<file path="src/rtl/reorder_buffer_pkg.sv">
// Shared constants and helpers for the 16-entry reorder buffer.
// Tag and destination encodings, including the "no entry" / "no register" values.
package reorder_buffer_pkg;

    localparam int ROB_SIZE = 16;
    localparam int ROBENTRY = 5;

    localparam logic [ROBENTRY-1:0] ENTRY_NULL = 5'b10000;
    localparam logic [5:0]          NULL_RD    = 6'b100000;

    localparam logic TRUE  = 1'b1;
    localparam logic FALSE = 1'b0;

    typedef logic [3:0]          rob_ptr_t;
    typedef logic [ROBENTRY-1:0] rob_tag_t;

    function automatic rob_ptr_t ptr_next(input rob_ptr_t p);
        return p + 4'd1;
    endfunction

endpackage

</file>
<file path="src/rtl/reorder_buffer.sv">
// Reorder buffer: in-order commit of up to one entry per cycle, flush on branch mispredict.
// Define ROB_QUERY_EN to add two combinational operand query ports (q1_*, q2_*).
module reorder_buffer
    import reorder_buffer_pkg::*;
(
    input  logic        clk,
    input  logic        rst,
    input  logic        rdy,
    input  logic        issue_valid,
    input  logic [5:0]  issue_rd,
    input  logic        issue_is_br,
    input  logic        issue_pred,
    input  logic [31:0] issue_pc,
    output logic [4:0]  rob_new_entry,
    output logic        issue_sgn,
    output logic        rob_full,
    input  logic        cdb_valid,
    input  logic [4:0]  cdb_entry,
    input  logic [31:0] cdb_result,
    input  logic        cdb_taken,
    input  logic [31:0] cdb_target,
    output logic        commit_sgn,
    output logic [4:0]  rob_entry,
    output logic [5:0]  rob_des,
    output logic [31:0] rob_result,
    output logic        flush_sgn,
    output logic [31:0] flush_pc
`ifdef ROB_QUERY_EN
    ,
    input  logic [4:0]  q1_entry,
    input  logic [4:0]  q2_entry,
    output logic        q1_ready,
    output logic        q2_ready,
    output logic [31:0] q1_value,
    output logic [31:0] q2_value
`endif
);

    logic [ROB_SIZE-1:0] r_busy;
    logic [ROB_SIZE-1:0] r_ready;
    logic [ROB_SIZE-1:0] r_is_br;
    logic [ROB_SIZE-1:0] r_pred;
    logic [ROB_SIZE-1:0] r_taken;
    logic [5:0]          r_rd     [ROB_SIZE];
    logic [31:0]         r_pc     [ROB_SIZE];
    logic [31:0]         r_result [ROB_SIZE];
    logic [31:0]         r_target [ROB_SIZE];

    rob_ptr_t    r_head;
    rob_ptr_t    r_tail;
    logic [4:0]  r_count;

    logic        r_commit_sgn;
    logic        r_flush_sgn;
    rob_tag_t    r_rob_entry;
    logic [5:0]  r_rob_des;
    logic [31:0] r_rob_result;
    logic [31:0] r_flush_pc;

    logic        w_full;
    logic        w_commit;
    logic        w_flush_pending;
    logic        w_issue;
    logic        w_cdb_wr;
    rob_ptr_t    w_cdb_idx;
    logic [4:0]  w_count_next;

    assign w_cdb_idx = cdb_entry[3:0];
    assign w_full    = (r_count == 5'(ROB_SIZE));

    // Commit reads only the registered ready bit, so a CDB write lands one cycle before its commit.
    assign w_commit        = rdy && r_busy[r_head] && r_ready[r_head];
    assign w_flush_pending = w_commit && r_is_br[r_head] && (r_taken[r_head] != r_pred[r_head]);
    assign w_issue         = issue_valid && !w_full && rdy && !w_flush_pending;
    assign w_cdb_wr        = rdy && cdb_valid && !cdb_entry[4] && r_busy[w_cdb_idx] && !w_flush_pending;

    // NOTE: every variable assigned in always_comb gets a default first, so no path can infer a latch.
    always_comb begin
        w_count_next = r_count;
        case ({w_issue, w_commit})
            2'b10:   w_count_next = r_count + 5'd1;
            2'b01:   w_count_next = r_count - 5'd1;
            default: w_count_next = r_count;
        endcase
    end

    // NOTE: sequential state uses non-blocking assignments; a later <= to the same bit in one block
    // overrides an earlier one, which is how the one-cycle pulse defaults and the commit clear work.
    always_ff @(posedge clk) begin
        if (rst) begin
            r_busy       <= '0;
            r_ready      <= '0;
            r_head       <= '0;
            r_tail       <= '0;
            r_count      <= '0;
            r_commit_sgn <= FALSE;
            r_flush_sgn  <= FALSE;
            r_rob_entry  <= ENTRY_NULL;
            r_rob_des    <= NULL_RD;
            r_rob_result <= '0;
            r_flush_pc   <= '0;
        end else begin
            r_commit_sgn <= FALSE;
            r_flush_sgn  <= FALSE;
            if (w_commit) begin
                r_commit_sgn <= TRUE;
                r_rob_entry  <= {1'b0, r_head};
                r_rob_des    <= r_is_br[r_head] ? NULL_RD : r_rd[r_head];
                r_rob_result <= r_result[r_head];
            end
            if (w_flush_pending) begin
                r_flush_sgn <= TRUE;
                r_flush_pc  <= r_taken[r_head] ? r_target[r_head] : r_pc[r_head] + 32'd4;
                r_busy      <= '0;
                r_ready     <= '0;
                r_head      <= '0;
                r_tail      <= '0;
                r_count     <= '0;
            end else begin
                if (w_issue) begin
                    r_busy[r_tail]  <= TRUE;
                    r_ready[r_tail] <= FALSE;
                    r_tail          <= ptr_next(r_tail);
                end
                if (w_cdb_wr) begin
                    r_ready[w_cdb_idx] <= TRUE;
                end
                if (w_commit) begin
                    r_busy[r_head]  <= FALSE;
                    r_ready[r_head] <= FALSE;
                    r_head          <= ptr_next(r_head);
                end
                r_count <= w_count_next;
            end
        end
    end

    // NOTE: payload arrays carry no reset; busy/ready gate every read, so stale contents are never seen.
    always_ff @(posedge clk) begin
        if (w_issue) begin
            r_rd[r_tail]    <= issue_rd;
            r_is_br[r_tail] <= issue_is_br;
            r_pred[r_tail]  <= issue_pred;
            r_pc[r_tail]    <= issue_pc;
        end
        if (w_cdb_wr) begin
            r_result[w_cdb_idx] <= cdb_result;
            r_taken[w_cdb_idx]  <= cdb_taken;
            r_target[w_cdb_idx] <= cdb_target;
        end
    end

    assign rob_new_entry = {1'b0, r_tail};
    assign issue_sgn     = w_issue;
    assign rob_full      = w_full;
    assign commit_sgn    = r_commit_sgn;
    assign rob_entry     = r_rob_entry;
    assign rob_des       = r_rob_des;
    assign rob_result    = r_rob_result;
    assign flush_sgn     = r_flush_sgn;
    assign flush_pc      = r_flush_pc;

`ifdef ROB_QUERY_EN
    // Returns {ready, value}; a not-yet-ready busy entry picks up a matching CDB write this cycle.
    function automatic logic [32:0] query(input rob_tag_t tag);
        logic [32:0] res;
        rob_ptr_t    idx;
        res = '0;
        idx = tag[3:0];
        if (!tag[4] && r_busy[idx]) begin
            if (r_ready[idx]) begin
                res = {TRUE, r_result[idx]};
            end else if (cdb_valid && (cdb_entry == tag)) begin
                res = {TRUE, cdb_result};
            end
        end
        return res;
    endfunction

    always_comb begin
        {q1_ready, q1_value} = query(q1_entry);
        {q2_ready, q2_value} = query(q2_entry);
    end
`endif

endmodule

</file>
<file path="config.mk">
export PLATFORM = sky130hd
export DESIGN_NAME = reorder_buffer
export DESIGN_NICKNAME = d
export VERILOG_FILES = /design/src/rtl/reorder_buffer_pkg.sv /design/src/rtl/reorder_buffer.sv
export SDC_FILE = /design/constraint.sdc
export NUM_CORES = 2
export LEC_CHECK = 0
export BUFFER_PORTS_ARGS = -buffer_cell sky130_fd_sc_hd__buf_2
export CAP_MARGIN = 20
export CELL_PAD_IN_SITES_DETAIL_PLACEMENT = 1
export CELL_PAD_IN_SITES_GLOBAL_PLACEMENT = 1
export CORE_MARGIN = 2
export CORE_UTILIZATION = 35
export DETAILED_ROUTE_END_ITERATION = 6
export PLACE_DENSITY_LB_ADDON = 0.1
export SLEW_MARGIN = 10
export SYNTH_ARGS = -nofsm -noshare
export SYNTH_HDL_FRONTEND = slang
export SYNTH_SLANG_ARGS = --single-unit
</file>
<file path="constraint.sdc">
create_clock -name clk -period 7.75 [get_ports clk]
set_input_delay 1.55 -clock clk [delete_from_list [all_inputs] [get_ports clk]]
set_output_delay 1.55 -clock clk [all_outputs]
set_load 0.01 [all_outputs]
</file>
==> results.yml <==
worst_setup_path:
  r2r_start: "r_head[0]"
  r2r_cells: 9
  r2r_end: "r_target[0][29]"
  start_kind: "flip-flop"
  critPathKind: "reg -> reg"
  max_stage_delay_ns: 0.84
  crit_slowest_cell: "nand2_1"
  critPathArrivalTime_ns: 5.77
  crit_path_end_kind: "flip-flop"
  critPathRequiredTime_ns: 8.22
  path_max_fanout: 46
  r2r_slack_ns: 2.45
  cp_common_cell: "nand2_1"
  path_cells: "mux4_2 > a22oi_1 > nand2_1 > xnor2_2 > nand2_1 > nand3b_2 > or2_0 > inv_4 > buf_4"
global_routing:
  overflow: 0
  antenna_found_initial: 31
  grt_pass1_wl_um: 271000
  grt_max_degree: 138
  grt_pass1_vias: 36058
  grtUsageTotal: 0.190
synthesis:
  synthTopCellsByCount: "edfxtp_1 (1680), mux4_2 (486), nand2_1 (147)"
  synth_nets: 3235
  yosys_warnings: 0
  synth-main-ff-cell: "edfxtp_1"
  synth_cell_types: 66
  synthSimpleGateAreaFrac: 0.0208
  synth_area_leaders: "edfxtp_1 (73%), mux4_2 (16%), dfxtp_1 (3.7%), nand2_1 (0.80%), a22oi_1 (0.74%)"
  syn_avg_cell_area_um2: 22.2
  synthArstFlopShare: 0
  synthDominantCellAreaShare: 0.731
  synth_mux_area_frac: 0.167
  synth-edff-count: 1680
  synthXorXnorAreaFrac: 0.00506
  yosysMostFrequentCell: "edfxtp_1"
  yosysSeqAreaShare: 0.767
  yosysTopAreaCell: "edfxtp_1"
  synthCells: 3108
  synthAdderAreaFrac: 0.00217
  netlist_area_um2: 69000
  synth_seq_cells: 1806
  synth_compound_area_frac: 0.0236
  synth_top_family_by_area: "multiplexers"
sta:
  setup_viol: 0
  worst_clock_skew_ns: 0.0679
  worst_slack_ns: 2.45
  drv_slew: 0
  finalCriticalPeriod_ns: 5.30
  tns_ns: 0
  worst_pin_slew_ns: 1.13
  rsz0062_at_grt: "no"
  timing.slew.headroom: 0.247
  max_freq_mhz: 189
  hold_viol: 0
  fin_crit_sh: 0.684
hold_path:
  hp-start: "rob_result[2]"
  hold_class: "reg -> reg"
  holdPathStages: 2
  hold_end: "rob_result[2]"
layout:
  register_area_um2: 53000
  fill_cells: 18456
  final_net_count: 3527
  multi_input_area_um2: 15300
  drive_gt1_frac: 0.307
  synthToLayoutAreaGrowth_pct: 15.6
pwr:
  seqPwrFrac: 0.522
  p_leak_uw: 0.0244
  p_int_uw: 16300
  powerDensity_nw_per_um2: 256
  swShare: 0.202
  pwr-share-clk: 0.465
  vdd_ir_drop_max_mv: 0.218
  netSwitchingPower_uw: 4140
  power_frac_comb: 0.013
  p_total_uw: 20500
placed_design:
  hpwl_um: 110000
  numPortBuffers: 197
  pre_cts_ws_ns: 2.31
  place_congestion: 0.819
cts:
  cts.reportedPaths.clkPinSlew_ns: 0.06
  cts_made_buffers: 194
  htreeDepth: 4
  tritoncts: "yes"
  ctsResizeCount: 0
  hold_buffers: 0
  insertion_delay_ns: 0.85
  root_buffer: "clkbuf_16"
  cts.path.max_buffers: 3
  cts.sinks: 1806
  postCtsSetupRepairBufs: 0
floorplan:
  io_pins: 199
  core-area_um2: 197000
  die-height_um: 448
  die_area_um2: 201000
  start_util: 0.351
  num_rows: 163
  die_w_um: 448
drt:
  drtPass1Iterations: 5
  via_per_inst: 5.25
  drc: 0
  antenna_left: 0
  routed_wl_um: 189000
  wire_per_inst_um: 30.4
  drt_iter0_markers: 2312
  route.vias.total: 32615
job:
  max_cap_viol_count: 0
run_status:
  outcome: "finished clean"
[sequential cells by signal, summed over array words and instances, names as in the netlist, 16 cells and up, named ones only]
signal,flops
r_is_br,16
r_rd,96
r_ready,16
r_busy,16
r_target,512
r_pred,16
flush_pc,32
r_taken,16
rob_result,32
r_result,512
r_pc,512
[worst max-delay path: cells and delay by family, from the launching register on]
kind	cells	cell delay (ns)
and+or+nand+nor	4	1.95
buffers and inverters	2	1.15
DFF	1	0.60
muxes	1	0.57
xor gates and xnor gates	1	0.42
AOI/OAI and AO/OA	1	0.20
[cell usage in the layout, fill, tap and decap left out, drive strengths merged, types with 15 or more instances in the layout]
cell	count
xnor2	16
nand4	19
a21oi	59
edfxtp	1680
clkinv	78
nand3	15
bufinv	26
xor2	23
clkbuf	248
o21a	20
nor2	72
a22oi	68
dfxtp	126
o21ai	31
inv	29
buf	260
nand2	148
mux4	503
[cell families (layout without fill, tap and decap cells)]
| family | Yosys count | count (layout) |
|---|---|---|
| AOI/OAI and AO/OA | 237 | 237 |
| xor gates and xnor gates | 39 | 39 |
| adders and majority gates | 12 | 12 |
| buffers and inverters | 186 | 648 |
| DFF | 1806 | 1806 |
| muxes | 516 | 516 |
| other | 1 | 8 |
| and+or+nand+nor | 311 | 311 |
[worst max path at each step]
stage / start / end / slack, ns / cells past startpoint
after floorplan: cdb_entry[0] / r_result[10][0] / 1.92 / 6
after global placement: rdy / r_target[0][22] / 2.33 / 10
after detailed placement: r_head[0] / r_target[0][22] / 2.31 / 9
after CTS: r_head[0] / r_target[0][11] / 2.29 / 9
after global routing: r_head[1] / r_target[0][28] / 2.12 / 9
final: r_head[0] / r_target[0][29] / 2.45 / 9
[power groups by stage]
| stage | clock network, µW | registers [µW] | logic [µW] |
|---|---|---|---|
| 2_1_floorplan | 0 | 10900 | 68.5 |
| 3_3_place_gp | 0 | 10900 | 262 |
| 3_5_place_dp | 0 | 10900 | 279 |
| 4_1_cts | 9770 | 10700 | 279 |
| 5_1_grt | 10100 | 10700 | 299 |
| 6_report | 9510 | 10700 | 272 |
[layout make-up]
cell class | count | area share
Sequential cell | 1806 | 0.664
Multi-Input combinational cell | 1116 | 0.191
Clock buffer | 248 | 0.0647
Tap cell | 2640 | 0.0414
Timing Repair Buffer | 260 | 0.0201
Clock inverter | 118 | 0.0173
Inverter | 22 | 0.00135
Antenna cell | 7 | 0.000219
[layer usage]
| layer | GRT usage | vias up | wire length, µm | share of wire |
|---|---|---|---|---|
| li1 | - | 13696 | - | - |
| met1 | 0.246 | 17960 | 80100 | 0.42 |
| met2 | 0.331 | 641 | 97600 | 0.52 |
| met3 | 0.0279 | 300 | 6260 | 0.033 |
| met4 | 0.0558 | 18 | 5090 | 0.027 |
| met5 | 0 | - | 123 | 0.00065 |
[stage by stage]
stage / utilization / cell area, µm² / hold slack, ns / cells
global route: 0.406 / 79800 / 0.467 / 6214
global placement: 0.372 / 73200 / 0.429 / 5841
CTS: 0.406 / 79800 / 0.451 / 6208
detailed placement: 0.372 / 73200 / 0.438 / 5842
floorplan: - / 69000 / 0.457 / 3108
finish: 0.406 / 79800 / 0.451 / 6217
No activity file was read; power rests on OpenSTA's default activity.
